$ cat src/rtl/fetch_sequencer_pkg.sv
// Shared types for the instruction-fetch sequencer: word type, fetch FSM
// states and the sequential-fetch address step.
package fetch_sequencer_pkg;

    localparam int WORD_W = 32;

    typedef logic [WORD_W-1:0] word_t;

    typedef enum logic [1:0] {
        RUN    = 2'd0,
        SQUASH = 2'd1,
        HALTED = 2'd2
    } fetch_state_t;

    // Next sequential fetch address; wraps at the top of the address space
    // and never disturbs the two low (byte-offset) bits.
    function automatic word_t pc_increment(input word_t pc);
        return pc + word_t'(4);
    endfunction

endpackage

$ cat src/rtl/fetch_sequencer_if.sv
// Fetch-control bundle between the fetch sequencer, the icache, the hazard
// unit and the IF/ID latch. The fs side is the sequencer, tb drives it.
interface fetch_sequencer_if;
    import fetch_sequencer_pkg::*;

    // Inputs to the sequencer
    logic         ihit;
    logic         stall_hazard;
    logic         mem_busy;
    logic         redirect;
    word_t        redirect_pc;
    logic         halt;

    // Outputs from the sequencer
    word_t        imemaddr;
    logic         imemREN;
    word_t        pcp4;
    logic         ifid_en;
    logic         ifid_flush;
    word_t        fetch_count;
    word_t        bubble_count;
    fetch_state_t state;

    modport fs (
        input  ihit, stall_hazard, mem_busy, redirect, redirect_pc, halt,
        output imemaddr, imemREN, pcp4, ifid_en, ifid_flush,
               fetch_count, bubble_count, state
    );

    modport tb (
        output ihit, stall_hazard, mem_busy, redirect, redirect_pc, halt,
        input  imemaddr, imemREN, pcp4, ifid_en, ifid_flush,
               fetch_count, bubble_count, state
    );

endinterface

$ cat src/rtl/fetch_sequencer.sv
// Instruction-fetch sequencer: owns the PC, drives the icache read request
// and generates the IF/ID load/flush controls. A redirect that lands during
// an icache miss is parked in redirect_q until the stale fill returns.
module fetch_sequencer
    import fetch_sequencer_pkg::*;
#(
    parameter word_t PC_INIT = 32'h0000_0000
) (
    input logic            CLK,
    input logic            nRST,
    fetch_sequencer_if.fs  fif
);

    fetch_state_t state, next_state;
    word_t        pc, next_pc;
    word_t        redirect_q, next_redirect_q;
    word_t        fetch_count, bubble_count;
    logic         ifid_en, ifid_flush, imem_ren;

    // Next-state, next-PC and same-cycle IF/ID / icache controls.
    always_comb begin
        // NOTE: every signal gets a default before the case so no path
        // leaves one unassigned, which would infer a latch.
        next_state      = state;
        next_pc         = pc;
        next_redirect_q = redirect_q;
        ifid_en         = 1'b0;
        ifid_flush      = 1'b0;
        imem_ren        = 1'b1;

        unique case (state)
            RUN: begin
                // A busy MEM stage freezes the pipe; redirect and halt come
                // from frozen stages and are still asserted afterwards.
                if (!fif.mem_busy) begin
                    if (fif.redirect) begin
                        ifid_flush = 1'b1;
                        if (fif.ihit) begin
                            next_pc = fif.redirect_pc;
                        end else begin
                            // Miss in flight on the old PC: wait it out.
                            next_redirect_q = fif.redirect_pc;
                            next_state      = SQUASH;
                        end
                    end else if (fif.halt) begin
                        ifid_flush = 1'b1;
                        next_state = HALTED;
                    end else if (fif.stall_hazard) begin
                        // Hold PC and IF/ID for the load-use bubble.
                        next_pc = pc;
                    end else if (fif.ihit) begin
                        ifid_en = 1'b1;
                        next_pc = pc_increment(pc);
                    end else begin
                        ifid_flush = 1'b1;
                    end
                end
            end

            SQUASH: begin
                if (!fif.mem_busy) begin
                    // The returning instruction is wrong-path: always flush.
                    ifid_flush = 1'b1;
                    if (fif.ihit) begin
                        // A redirect arriving with the fill is the newest target.
                        next_pc    = fif.redirect ? fif.redirect_pc : redirect_q;
                        next_state = RUN;
                    end else if (fif.redirect) begin
                        next_redirect_q = fif.redirect_pc;
                    end
                end
            end

            HALTED: begin
                imem_ren   = 1'b0;
                ifid_flush = 1'b1;
            end

            default: begin
                next_state = RUN;
            end
        endcase
    end

    // PC, FSM state, parked redirect target and performance counters.
    always_ff @(posedge CLK or negedge nRST) begin
        if (!nRST) begin
            state        <= RUN;
            pc           <= PC_INIT;
            redirect_q   <= '0;
            fetch_count  <= '0;
            bubble_count <= '0;
        end else begin
            // NOTE: non-blocking assignments so every register samples the
            // pre-edge values regardless of statement order.
            state        <= next_state;
            pc           <= next_pc;
            redirect_q   <= next_redirect_q;
            fetch_count  <= fetch_count + word_t'(ifid_en);
            bubble_count <= bubble_count + word_t'(ifid_flush);
        end
    end

    // In SQUASH the PC is held, so the fetch address is always the PC.
    assign fif.imemaddr     = pc;
    assign fif.imemREN      = imem_ren;
    assign fif.pcp4         = pc_increment(pc);
    assign fif.ifid_en      = ifid_en;
    assign fif.ifid_flush   = ifid_flush;
    assign fif.fetch_count  = fetch_count;
    assign fif.bubble_count = bubble_count;
    assign fif.state        = state;

endmodule

$ cat src/flat_wrapper.sv
// flat-port wrapper written by rule: the top's interface ports become plain ports
module fetch_sequencer_flat import fetch_sequencer_pkg::*;
#(
    parameter word_t PC_INIT = 32'h0000_0000
)
  (CLK, nRST, fif_ihit, fif_stall_hazard, fif_mem_busy, fif_redirect, fif_redirect_pc, fif_halt, fif_imemaddr, fif_imemREN, fif_pcp4, fif_ifid_en, fif_ifid_flush, fif_fetch_count, fif_bubble_count, fif_state);
  fetch_sequencer_if fif_i ();
  input logic CLK;
  input logic nRST;
  input wire logic [$bits(fif_i.ihit)-1:0] fif_ihit;
  input wire logic [$bits(fif_i.stall_hazard)-1:0] fif_stall_hazard;
  input wire logic [$bits(fif_i.mem_busy)-1:0] fif_mem_busy;
  input wire logic [$bits(fif_i.redirect)-1:0] fif_redirect;
  input wire logic [$bits(fif_i.redirect_pc)-1:0] fif_redirect_pc;
  input wire logic [$bits(fif_i.halt)-1:0] fif_halt;
  output wire logic [$bits(fif_i.imemaddr)-1:0] fif_imemaddr;
  output wire logic [$bits(fif_i.imemREN)-1:0] fif_imemREN;
  output wire logic [$bits(fif_i.pcp4)-1:0] fif_pcp4;
  output wire logic [$bits(fif_i.ifid_en)-1:0] fif_ifid_en;
  output wire logic [$bits(fif_i.ifid_flush)-1:0] fif_ifid_flush;
  output wire logic [$bits(fif_i.fetch_count)-1:0] fif_fetch_count;
  output wire logic [$bits(fif_i.bubble_count)-1:0] fif_bubble_count;
  output wire logic [$bits(fif_i.state)-1:0] fif_state;
  assign fif_i.ihit = fif_ihit;
  assign fif_i.stall_hazard = fif_stall_hazard;
  assign fif_i.mem_busy = fif_mem_busy;
  assign fif_i.redirect = fif_redirect;
  assign fif_i.redirect_pc = fif_redirect_pc;
  assign fif_i.halt = fif_halt;
  assign fif_imemaddr = fif_i.imemaddr;
  assign fif_imemREN = fif_i.imemREN;
  assign fif_pcp4 = fif_i.pcp4;
  assign fif_ifid_en = fif_i.ifid_en;
  assign fif_ifid_flush = fif_i.ifid_flush;
  assign fif_fetch_count = fif_i.fetch_count;
  assign fif_bubble_count = fif_i.bubble_count;
  assign fif_state = fif_i.state;
  fetch_sequencer #(.PC_INIT(PC_INIT)) u_core (.CLK(CLK), .nRST(nRST), .fif(fif_i));
endmodule
$ cat config.mk
export PLATFORM = sky130hd
export DESIGN_NAME = fetch_sequencer_flat
export DESIGN_NICKNAME = d
export VERILOG_FILES = /design/src/rtl/fetch_sequencer_pkg.sv /design/src/rtl/fetch_sequencer_if.sv /design/src/rtl/fetch_sequencer.sv /design/src/flat_wrapper.sv
export SDC_FILE = /design/constraint.sdc
export NUM_CORES = 1
export LEC_CHECK = 0
export CORE_ASPECT_RATIO = 0.6
export CORE_UTILIZATION = 50
export CTS_BUF_LIST = sky130_fd_sc_hd__clkbuf_8
export DETAILED_ROUTE_END_ITERATION = 7
export PLACE_DENSITY = 0.81
export SKIP_CTS_REPAIR_TIMING = 1
export SYNTH_ARGS = -nofsm -noshare
export SYNTH_HDL_FRONTEND = slang
export SYNTH_SLANG_ARGS = --single-unit
$ cat constraint.sdc
create_clock -name CLK -period 7.9 [get_ports CLK]
set_input_delay 1.58 -clock CLK [delete_from_list [all_inputs] [get_ports CLK]]
set_output_delay 1.58 -clock CLK [all_outputs]
set_load 0.05 [all_outputs]
==> summary.txt <==
Placement
  • Dpl cells: 967
  • # port buffers: 171
  • Worst slack, placed: 2.58 ns
  • GP Congestion: 0.796
  • Hpwl dp: 12500 um

STA
  • Final setup vio count: 0
  • Hold Fails Final Rpt: 0
  • Setup TNS: 0 ns
  • Skew final: 0.0154 ns
  • Max-slew violation count: 0
  • Period minus WS final: 5.35 ns
  • RSZ-0062 raised after global routing: false
  • Final Cycle Share: 67.7%
  • FMAX: 187 MHz
  • Worst Setup Slack, final: 2.55 ns
  • Normalized max-slew margin: 37.2%
  • Worst-margin pin slew: 0.935 ns

Clock tree
  • CTS tree: done
  • CTS buffer count: 17
  • Clk buf depth: 2
  • Later-pin clock latency in the skew report: 0.43 ns
  • Root buffer cell: clkbuf_8
  • Clock Sinks: 130
  • Clk pin slew, worst setup/hold paths: 0.09 ns
  • H-tree depth: 4

Route
  • TritonRoute pass-1 iters: 6
  • Vias: 5595
  • Antenna viol nets, final: 0
  • DR WL/cell: 17.6 um
  • Vias per cell: 5.60
  • Drt total wl: 17600 um
  • # DRC: 8
  • DRT iter0 DRCs: 396

Setup path
  • Worst Setup SP: fif_redirect
  • CP endpoint: fif_ifid_flush
  • Worst endpoint required time: 6.32 ns
  • Reg2reg start: u_core.fif.state[1]
  • Flop-to-flop setup slack: 4.80 ns
  • Crit end category: primary output
  • Crit Path Max Fanout: 72
  • Worst r2r path cells: 9
  • Terminus of the critical flop-to-flop path: u_core.fif.fetch_count[30]
  • CP Launch Type: input pin
  • Data arrival, critical path: 3.77 ns
  • Kind of critical path: in -> out

Yosys
  • Fraction of registers with async set/reset: 100%
  • Number of flops mapped to enable cells by yosys: 0
  • Ys flop type: dfrtp_1
  • Synth Warn #: 0
  • Post-Syn Area: 0.00677 sq mm
  • Distinct cells, synth: 56
  • Mapped Nets: 698
  • Syn Inst Count: 654
  • #FFs+latches synth: 130
  • Sequential fraction of the synthesis area: 48.1%
  • Syn Area/Cell: 10.3 sq um

Cells and area
  • Syn-to-layout area delta: 32.4%
  • Fraction of layout cells with a size suffix above 1: 11.2%
  • Final non-filler cell total: 999
  • Final core utilization: 68.8%
  • N_diodes: 0
  • Layout Nets: 860

Power
  • PD cells: 350 mW/mm^2
  • Internal power: 1.64 mW
  • Worst vdd ir: 0.000342 V
  • Sw frac: 47.6%
  • Combinational share of power: 48.0%
  • Leak: 3.73 nW
  • Psw: 1.49 mW
  • Flop pwr share: 33.4%
  • Clock power frac: 18.6%

Status
  • Status: finished, violations left
  • Failing checks: DRC

Die
  • DIE AREA: 0.0140 sq mm
  • Initial core utilization: 52.0%
  • DIE WIDTH: 152 um
  • Core ar.: 0.0130 sq mm
  • Die Span Y: 92.1 um
  • Top-Level Pins: 172
  • Row count: 32

Flow run
  • Max cap viols: 0

Global routing
  • Gr usage total: 26.3%
  • Antenna violations before repair: 0
  • Vias in the first global route: 5553
  • Global-route wire length before repair: 29100 um
  • Largest net degree at the start of global routing: 73
  • Overflow after GRT: 0

Min path
  • Min-delay worst type: reg -> reg
==> cell usage in the layout (no fill, tap or decap), types with 3 or more instances in the layout <==
cell type	n
inv_1	13
a221oi_1	7
nand3_1	31
nor2_1	46
a31oi_1	3
clkdlybuf4s50_1	169
and4_1	8
o21ai_0	38
clkinv_4	3
nor3b_1	10
a211oi_1	3
clkinvlp_4	4
a21oi_1	30
nand2_1	64
nand4_1	18
o22ai_1	6
mux2_2	32
ha_1	5
xor2_1	28
and2_1	4
o31a_1	8
nor4_1	3
xnor2_1	61
o2bb2ai_1	8
and3_1	17
nor4_4	4
inv_6	4
clkbuf_8	17
nor3_1	12
dfrtp_1	130
buf_4	6
==> how the worst min path moves through the flow <==
stage	from	endpoint	slack (ns)	cells past startpoint
6_report	u_core.fif.fetch_count[31]	u_core.fif.fetch_count[31]	0.47	1
5_1_grt	u_core.fif.fetch_count[31]	u_core.fif.fetch_count[31]	0.49	1
4_1_cts	u_core.fif.fetch_count[31]	u_core.fif.fetch_count[31]	0.47	1
3_5_place_dp	u_core.fif.fetch_count[31]	u_core.fif.fetch_count[31]	0.46	1
3_3_place_gp	u_core.fif.fetch_count[31]	u_core.fif.fetch_count[31]	0.45	1
2_1_floorplan	u_core.redirect_q[10]	u_core.redirect_q[10]	0.47	1
==> cell usage after synthesis, types with 4 or more instances <==
master     number  area (sq um)
inv_1          13          48.8
mux2_2         32           360
nand2_1        64           240
dfrtp_1       130          3250
and4_1          8          70.1
and2_1          4          25.0
nand4_1        18           113
a221oi_1        7          61.3
o2bb2ai_1       8          70.1
ha_1            5          62.6
nor3_1         12          60.1
nand3_1        31           155
o22ai_1         6          37.5
nor2_1         46           173
o21ai_0        38           190
a21oi_1        30           150
xnor2_1        61           534
nor3b_1        10          75.1
clkbuf_1       11          41.3
nor4_4          4          85.1
buf_2          12          60.1
xor2_1         28           245
o31a_1          8          70.1
and3_1         17           106
==> state kept, by name, indices dropped and copies added (netlist names) <==
register,cells
u_core.fif.state,2
u_core.fif.bubble_count,32
u_core.fif.imemaddr,32
u_core.redirect_q,32
u_core.fif.fetch_count,32
==> cells by family (layout without fill, tap and decap cells) <==
family	after synthesis	in the layout	synth area share, %
AOI/OAI and AO/OA	113	113	10.4
xor gates and xnor gates	89	89	11.5
adders and majority gates	5	5	0.925
buffers and inverters	46	221	3.51
DFF	130	130	48.1
muxes	34	34	5.62
and+or+nand+nor	237	237	20.0
==> power groups by stage <==
stage	Combinational, mW	Sequential [mW]	Clock, mW
floorplan	0.688	1.35	0
global placement	1.49	1.04	0
detailed placement	1.51	1.06	0
CTS	1.51	1.05	0.596
global route	1.58	1.08	0.627
finish	1.51	1.05	0.583
==> layer usage <==
metal / wire length [um] / GRT usage, % / vias to the layer above
met5: 0 / 0 / -
met4: 195 / 7.99 / 0
met3: 939 / 4.82 / 16
met2: 8010 / 40.2 / 171
met1: 8410 / 37.9 / 2768
li1: - / - / 2640
==> final cells by class <==
class                      instances  area, sq um
fill                             984         4050
sequential                       130         3250
clock inverter                    15          174
tap                              170          213
multi-input combinational        478         3290
inverter                          13         48.8
timing repair buffer             176         1740
clock buffer                      17          234
==> worst max-delay path, cell delays in order <==
cell	delay, ns
buf_2	0.07
buf_4	0.57
nor2_1	0.13
o21ai_0	0.10
o21ai_0	0.10
o21ai_0	0.32
clkdlybuf4s50_1	0.88
==> metrics by stage <==
stage                     hold WS [ns]  total power, mW  area [sq um]
after floorplan                  0.472             2.04          6770
after global placement           0.455             2.53          8550
after detailed placement         0.460             2.57          8550
after CTS                        0.474             3.16          8960
after global routing             0.493             3.28          8960
final                            0.467             3.14          8960
Note: power is estimated with default switching activity, not from simulation.
